### config.mk
export PLATFORM = sky130hd
export DESIGN_NAME = uart_rx
export DESIGN_NICKNAME = d
export VERILOG_FILES = /design/src/rtl/uart_rx.sv
export SDC_FILE = /design/constraint.sdc
export NUM_CORES = 1
export LEC_CHECK = 0
export ABC_AREA = 1
export CAP_MARGIN = 5
export CORE_UTILIZATION = 61
export CTS_CLUSTER_SIZE = 30
export DETAILED_ROUTE_END_ITERATION = 10
export PLACE_DENSITY_LB_ADDON = 0.2
export SLEW_MARGIN = 25
export SYNTH_ARGS = -nofsm -noshare
export SYNTH_HDL_FRONTEND = slang
export SYNTH_SLANG_ARGS = --single-unit
export TNS_END_PERCENT = 50
### constraint.sdc
create_clock -name clk -period 3.96 [get_ports clk]
set_clock_uncertainty 0.15 [all_clocks]
set_input_delay 0.792 -clock clk [delete_from_list [all_inputs] [get_ports clk]]
set_output_delay 0.792 -clock clk [all_outputs]
set_load 0.01 [all_outputs]
### src/rtl/uart_rx.sv
// 8N1 UART receiver: 2-flop synchronizer, 3-sample majority vote at mid-bit,
// one-cycle strobes for good bytes and framing errors.
module uart_rx #(
    parameter int baud_div  = 434,
    parameter int cnt_width = 9
) (
    input  logic       clk,
    input  logic       rst_n,
    input  logic       rx,
    output logic [7:0] rx_dat,
    output logic       rx_vld,
    output logic       frame_err,
    output logic       busy
);

    typedef enum logic [2:0] {
        IDLE      = 3'd0,
        START     = 3'd1,
        DATA      = 3'd2,
        STOP      = 3'd3,
        WAIT_HIGH = 3'd4
    } state_t;

    localparam int HALF = baud_div / 2;
    localparam logic [cnt_width-1:0] CNT_LAST = cnt_width'(baud_div - 1);
    localparam logic [cnt_width-1:0] SAMP_A   = cnt_width'(HALF - 1);
    localparam logic [cnt_width-1:0] SAMP_B   = cnt_width'(HALF);
    localparam logic [cnt_width-1:0] DECIDE   = cnt_width'(HALF + 1);

    state_t               state, state_next;
    logic [1:0]           sync;
    logic                 rx_s;
    logic [cnt_width-1:0] cnt;
    logic [2:0]           bit_idx;
    logic                 samp_a, samp_b;
    logic                 maj;
    logic                 at_decide, at_last;
    logic [7:0]           shreg;
    logic                 shift_en, load_dat, flag_err;

    // Both flops reset high so reset never looks like a start bit.
    always_ff @(posedge clk or negedge rst_n) begin
        if (!rst_n) sync <= 2'b11;
        else        sync <= {sync[0], rx};
    end

    assign rx_s      = sync[1];
    assign at_decide = (cnt == DECIDE);
    assign at_last   = (cnt == CNT_LAST);
    // Third vote is the live sample at the decision cycle.
    assign maj       = (samp_a & samp_b) | (samp_a & rx_s) | (samp_b & rx_s);

    always_ff @(posedge clk or negedge rst_n) begin
        if (!rst_n) state <= IDLE;
        else        state <= state_next;
    end

    always_comb begin
        state_next = state;
        case (state)
            IDLE:      if (!rx_s) state_next = START;
            START: begin
                if (at_decide && maj) state_next = IDLE;
                else if (at_last)     state_next = DATA;
            end
            DATA:      if (at_last && bit_idx == 3'd7) state_next = STOP;
            STOP:      if (at_decide) state_next = maj ? IDLE : WAIT_HIGH;
            WAIT_HIGH: if (rx_s) state_next = IDLE;
            default:   state_next = IDLE;
        endcase
    end

    always_comb begin
        shift_en = (state == DATA) && at_decide;
        load_dat = (state == STOP) && at_decide && maj;
        flag_err = (state == STOP) && at_decide && !maj;
        busy     = (state != IDLE);
    end

    // Counter is parked at 0 outside a frame so START begins its bit at cnt 0.
    always_ff @(posedge clk or negedge rst_n) begin
        if (!rst_n) begin
            cnt <= '0;
        end else if (state == IDLE || state == WAIT_HIGH ||
                     state_next == IDLE || state_next == WAIT_HIGH) begin
            cnt <= '0;
        end else if (at_last) begin
            cnt <= '0;
        end else begin
            cnt <= cnt + cnt_width'(1);
        end
    end

    always_ff @(posedge clk or negedge rst_n) begin
        if (!rst_n)              bit_idx <= 3'd0;
        else if (state != DATA)  bit_idx <= 3'd0;
        else if (at_last)        bit_idx <= bit_idx + 3'd1;
    end

    always_ff @(posedge clk or negedge rst_n) begin
        if (!rst_n) begin
            samp_a <= 1'b1;
            samp_b <= 1'b1;
        end else begin
            if (cnt == SAMP_A) samp_a <= rx_s;
            if (cnt == SAMP_B) samp_b <= rx_s;
        end
    end

    always_ff @(posedge clk or negedge rst_n) begin
        if (!rst_n)        shreg <= 8'h00;
        else if (shift_en) shreg[bit_idx] <= maj;
    end

    always_ff @(posedge clk or negedge rst_n) begin
        if (!rst_n) begin
            rx_dat    <= 8'h00;
            rx_vld    <= 1'b0;
            frame_err <= 1'b0;
        end else begin
            rx_vld    <= load_dat;
            frame_err <= flag_err;
            if (load_dat) rx_dat <= shreg;
        end
    end

endmodule

==> flow_summary.toml, run 1 <==
[run_status]
status = "complete, but fails checks"
violations = "DRC"

[synth]
synth_ff_type = "dfrtp_1"
post-synth-top-count-cell = "nand2_1"
synth_seq_cells = 37
yosysWarnings = 0
synthTopCellsByCount = "nand2_1, dfrtp_1, inv_1, nand3_1, o21ai_0"
synth-seq-area-share_pct = 51.0
yosysTopAreaCellShare_pct = 45.2
synthTopCellsByArea = "dfrtp_1, nand2_1, dfstp_2, inv_1, nand3_1"
async_flop_share_pct = 100
netlist_instances = 213
synth_edf_count = 0
synth_nets = 222
avgSynthCellArea_um2 = 8.57
yosys.area.top_type = "dfrtp_1"
synth.distinct_cells = 22
syn_area_um2 = 1830

[critical_path]
end_kind = "output pin"
critical_path.top_delay_family = "buffers and inverters"
cp-start-kind = "flip-flop"
critPathBufInv = 3
critPathMostFrequentCell = "inv_1"
path_class = "flip-flop to output pin"
cp_max_fo = 3
slowest_stage = "clkdlybuf4s50_1"
worst_path_largest_cell_delay_ps = 470
cp.required_ps = 3020
cp_data_arrival_time_ps = 1670
path_cells = "inv_1 > nand2_1 > nor2_1 > inv_1 > clkdlybuf4s50_1"

[cells_and_area]
final_area_um2 = 2060
antenna_cells = 0
drive_gt1_share_pct = 16.2
postLayoutCoreUtil_pct = 73.6
syn2layout_area_growth_pct = 13.1
num-nets-final = 243

[sta]
fin_crit_sh_pct = 66.1
hold_viol_final = 0
fin_hold_ws_ps = 209
clock.fmax_mhz = 382
tns_ps = 0
layout_min_cycle_time_ps = 2620
slew-limit-headroom_pct = 70.1
rsz0062_at_grt = "false"
setup_viol = 0
worst_slew_pin_slew_ps = 449
maxSlewViolCount = 0

[clock_network]
cts_tree = "built"
post_cts_buffers = 0
path_clk_slew_ps = 110
cts_resized = 0
cts_buffers = 5
htree_levels = 2
cts_buffer_depth = 2
cts-root-buf = "clkbuf_4"
cts_sinks = 37
hold_buffers = 0
clock_latency_ps = 350

[place]
place_congestion = 0.857
place_area_um2 = 2000
hpwlAfterDp_um = 2500
portBuffers = 13

[global_route]
antenna_found_initial = 0
grt_max_degree = 38
top_usage_layer = "met2"
grtUsageMet3_pct = 7.37
grt_pass1_wl_um = 6270
grt_overflow_total = 0
grt_util_met1_pct = 36.3
grt_pass1_vias = 1397
grtUsageTotal_pct = 26.0
use_met2_pct = 37.9

[power_and_ir_drop]
p_sw_mw = 0.138
p_total_mw = 0.607
ir_drop_uv = 280
power_density_nw_per_um2 = 294
intPower_mw = 0.469
power_leakage_nw = 1.05
swShare_pct = 22.8
comb_power_share_pct = 1.7
p_seq_share_pct = 62.6
clockPowerShare_pct = 35.7

[floorplanning]
dieArea_um2 = 3220
boundaryPins = 14
row_count = 19
core_um2 = 2810
start_util_pct = 65.1
die_y_um = 56.7
fp.dieW_um = 56.7

[detailed_routing]
post-route-drc-count = 2
avgRoutedWirePerCell_um = 13.5
avgViaCountPerCell = 5.56
ant_nets = 0
vias = 1480
drt_iter0_markers = 64
routed_wl_um = 3600
drt_pass1_iterations = 7

[job]
max_cap_viol_count = 0

[hold_path]
hp-class = "flip-flop to flip-flop"
sequential cells by signal, summed over array words and instances, names as in the netlist:
signal,count
samp_b,1
shreg,8
bit_idx,3
sync,2
frame_err,1
state,3
rx_vld,1
samp_a,1
cnt,9
rx_dat,8
routing by layer:
metal | share of wire, % | vias to the layer above
li1 | - | 716
met1 | 48 | 713
met2 | 45 | 43
met3 | 5.0 | 8
met4 | 1.8 | 0
met5 | 0 | -
worst reg2reg max path, cell delays in order (launching register included):
cell     delay [ps]
dfrtp_1         440
inv_1           150
ha_1            180
nand2_1         120
nor2_8          140
nand2_4          80
nand2_2          70
nand2_1          60
nor2_2          130
nand3_2         100
nand2_4         180
nor2_2           50
power groups by stage:
stage	registers, mW	clock network, mW	logic [mW]
2_1_floorplan	0.387	0	0.000646
3_3_place_gp	0.387	0	0.0105
3_5_place_dp	0.387	0	0.0107
4_1_cts	0.380	0.219	0.0108
5_1_grt	0.380	0.233	0.0124
6_report	0.380	0.217	0.0102
final cells by class:
type / count / area (µm²)
clock buffer: 7 / 55.1
inverter: 28 / 105
clock inverter: 1 / 7.51
fill: 222 / 741
multi-input combinational: 148 / 790
tap: 31 / 38.8
sequential: 37 / 931
timing repair buffer: 14 / 138
cell usage in the layout, fill, tap and decap left out, types with 2 or more instances in the layout:
cell type and count:
a21oi_1 2, clkbuf_4 5, clkdlybuf4s50_1 13, dfrtp_1 33, dfstp_2 4, ha_1 6, inv_1 26, inv_2 2
nand2_1 62, nand2_2 3, nand2_4 2, nand3_1 18, nand4_1 4, nor2_1 14, nor2_2 11, nor2_8 2
o21ai_0 17
cells by family after synthesis:
group	synth area share, %
compound gates	6.10
fa+ha+maj	4.11
buf+inv	5.76
flops	51.0
simple gates	33.0
per-stage QoR:
stage                     instances  worst slack (ps)
after floorplan                 213              2250
after global placement          258              1840
after detailed placement        258              1740
after CTS                       266              1330
after global routing            266              1230
final                           266              1340
path summary, 6_finish.rpt:
kind                          start       to  slack (ps)  depth (start not counted)
max                        state[1]     busy        1340                          5
max reg2reg                  cnt[0]   cnt[7]        1990                         11
min                         sync[0]  sync[1]         210                          0
min reg2reg                 sync[0]  sync[1]         210                          0
min in group asynchronous     rst_n   cnt[3]         690                          2
max in group asynchronous     rst_n  sync[0]        2600                          2
(Power assumes the default switching activity.)
==> run 2, diff against run 1 <==
- CORE_UTILIZATION: 61 -> 51
- clock period: 3.96 -> 2.23 ns (I/O delays scaled with it)
==> run 2 against run 1 <==
  * Core utilization down 12 points
  * Sequential share of layout area down 0.75 points
  * Largest power group unchanged
  * The flow now finishes without violations
  * Count of clock-buffer cells in the layout down 2
  * Design area rose by 1.7%
  * Non-clock buffer count shrank 1
  * Critical path depth rose by 6
==> flow_summary.toml, run 2 (same netlist as run 1, synthesis figures left out) <==
[run_status]
status = "completed"

[cells_and_area]
layout.cells.non_filler = 280
top_register = "cnt"
seq_area_um2 = 931
nFillCells = 302
largest_register_ffs = 9
postLayoutCoreUtil_pct = 61.9
multiInputGateArea_um2 = 795
num-nets-final = 242
top_regs = "cnt (9), rx_dat (8), shreg (8)"
drive_gt1_share_pct = 17.5
final_cell_mix = "nand2_1, dfrtp_1, inv_1, nand3_1, o21ai_0"
syn2layout_area_growth_pct = 15.0
layout_commonest_cell = "nand2_1"
antenna_cells = 0

[detailed_routing]
routed_wl_um = 3090
avgViaCountPerCell = 4.88
post-route-drc-count = 0
drt_pass1_iterations = 4
drt_iter0_markers = 57
avgRoutedWirePerCell_um = 11.0
ant_nets = 0
vias = 1367

[critical_path]
end_kind = "flip-flop"
slowest_stage = "dfrtp_1"
cp.required_ps = 2320
cp_data_arrival_time_ps = 1990
path_class = "flip-flop to flip-flop"
critical_path.top_delay_family = "simple AND/OR/NAND/NOR gates"
path_cells = "inv_1 > ha_1 > nand2_1 > nor2_8 > nand2_4 > nand2_2 > nand2_1 > nor2_2 > nand3_2 > nand2_4 > nor2_2"
worst_path_largest_cell_delay_ps = 430
r2r_setup_slack_ps = 330
cp-start-kind = "flip-flop"
critPathBufInv = 1
r2r_start = "cnt[0]"
cp_max_fo = 9
r2r_end = "cnt[5]"
r2r.worst_path.cells = 11

[sta]
fin_hold_ws_ps = 9.42
layout_min_cycle_time_ps = 1900
rsz0062_at_grt = "false"
fin_crit_sh_pct = 85.4
tns_ps = 0
setup_viol = 0
maxSlewViolCount = 0
hold_viol_final = 0
worst_slew_pin_slew_ps = 780
clock.fmax_mhz = 525
slew-limit-headroom_pct = 48.0

[hold_path]
hp-class = "input pin to asynchronous set/reset pin"

[power_and_ir_drop]
p_total_mw = 1.16
p_seq_share_pct = 58.2
power_density_nw_per_um2 = 553
comb_power_share_pct = 1.4
ir_drop_uv = 351
p_sw_mw = 0.246
swShare_pct = 21.2
clockPowerShare_pct = 40.4
intPower_mw = 0.914
power_leakage_nw = 1.06

[place]
placedCellCount = 272
hpwlAfterDp_um = 2260
portBuffers = 13
place_congestion = 0.857

[global_route]
use_met2_pct = 28.1
grtUsageTotal_pct = 20.0
grt_overflow_total = 0
grt_max_degree = 38
grt_pass1_wl_um = 5410
top_usage_layer = "met1"
grt_util_met1_pct = 28.5
grtUsageMet3_pct = 7.45
antenna_found_initial = 0
grt_pass1_vias = 1187

[floorplanning]
fp.dieW_um = 61.8
start_util_pct = 53.9
row_count = 21
dieArea_um2 = 3820
boundaryPins = 14
core_um2 = 3390
die_y_um = 61.8

[clock_network]
htree_levels = 2
clock_latency_ps = 350
cts_tree = "built"
cts_buffer_depth = 2
cts_buffers = 5
cts_sinks = 37
cts-root-buf = "clkbuf_4"
path_clk_slew_ps = 120
hold_buffers = 0
post_cts_buffers = 0

[job]
max_cap_viol_count = 0
==> run 2: changes by cell type in the layout (fill, tap and decap cells not counted), sizes merged <==
| cell | change |
|---|---|
| clkinv | +1 |
| dlymetal6s2s | +1 |
| clkbuf | -2 |
| bufinv | +1 |
| clkdlybuf4s50 | -2 |
==> run 2: worst max path at each step <==
stage | endpoint | slack [ps] | cells past startpoint | start
after global routing | cnt[5] | 180 | 11 | cnt[0]
after floorplan | cnt[0] | 520 | 11 | cnt[0]
after detailed placement | cnt[5] | 330 | 11 | cnt[0]
after CTS | busy | 3 | 5 | state[1]
final | cnt[5] | 330 | 11 | cnt[0]
after global placement | cnt[4] | 370 | 11 | cnt[0]
==> run 2: layout make-up <==
type | instances | share of cell area (%)
Tap cell | 46 | 2.74
Multi-Input combinational cell | 148 | 37.8
Clock inverter | 3 | 2.21
Timing Repair Buffer | 13 | 6.08
Inverter | 28 | 5.01
Sequential cell | 37 | 44.3
Clock buffer | 5 | 1.79
==> run 2: per-layer routing <==
layer  routed length, µm  vias to the layer above
li1                    -                      719
met1                1630                      624
met2                1310                       18
met3                 100                        6
met4                  50                        0
met5                   0                        -
==> run 2: worst register-to-register path, delay by kind of cell, from the launching register on <==
kind | cells | cell delay (ps)
simple gates | 9 | 920
flops | 1 | 430
fa+ha+maj | 1 | 170
buf+inv | 1 | 130
==> run 2: power by group through the flow <==
stage | clock [mW] | combinational (mW) | sequential (mW)
3_5_place_dp | 0 | 0.0174 | 0.688
3_3_place_gp | 0 | 0.0173 | 0.687
2_1_floorplan | 0 | 0.00115 | 0.687
4_1_cts | 0.484 | 0.0174 | 0.675
5_1_grt | 0.511 | 0.0196 | 0.675
6_report | 0.469 | 0.0161 | 0.675
==> run 2: per-stage QoR <==
stage	cell area, µm²	setup slack, ps
after global routing	2100	176
after floorplan	1830	522
final	2100	326
after global placement	2010	368
after detailed placement	2010	332
after CTS	2090	3.49
==> run 2: timing repair <==
action / 4_1_cts / 5_1_grt
setup endpoints to repair: 1 / 1
resized for setup: 1 / 2
pin swaps: 0 / 0
gates cloned: 0 / 0
hold endpoints to repair: 0 / 0
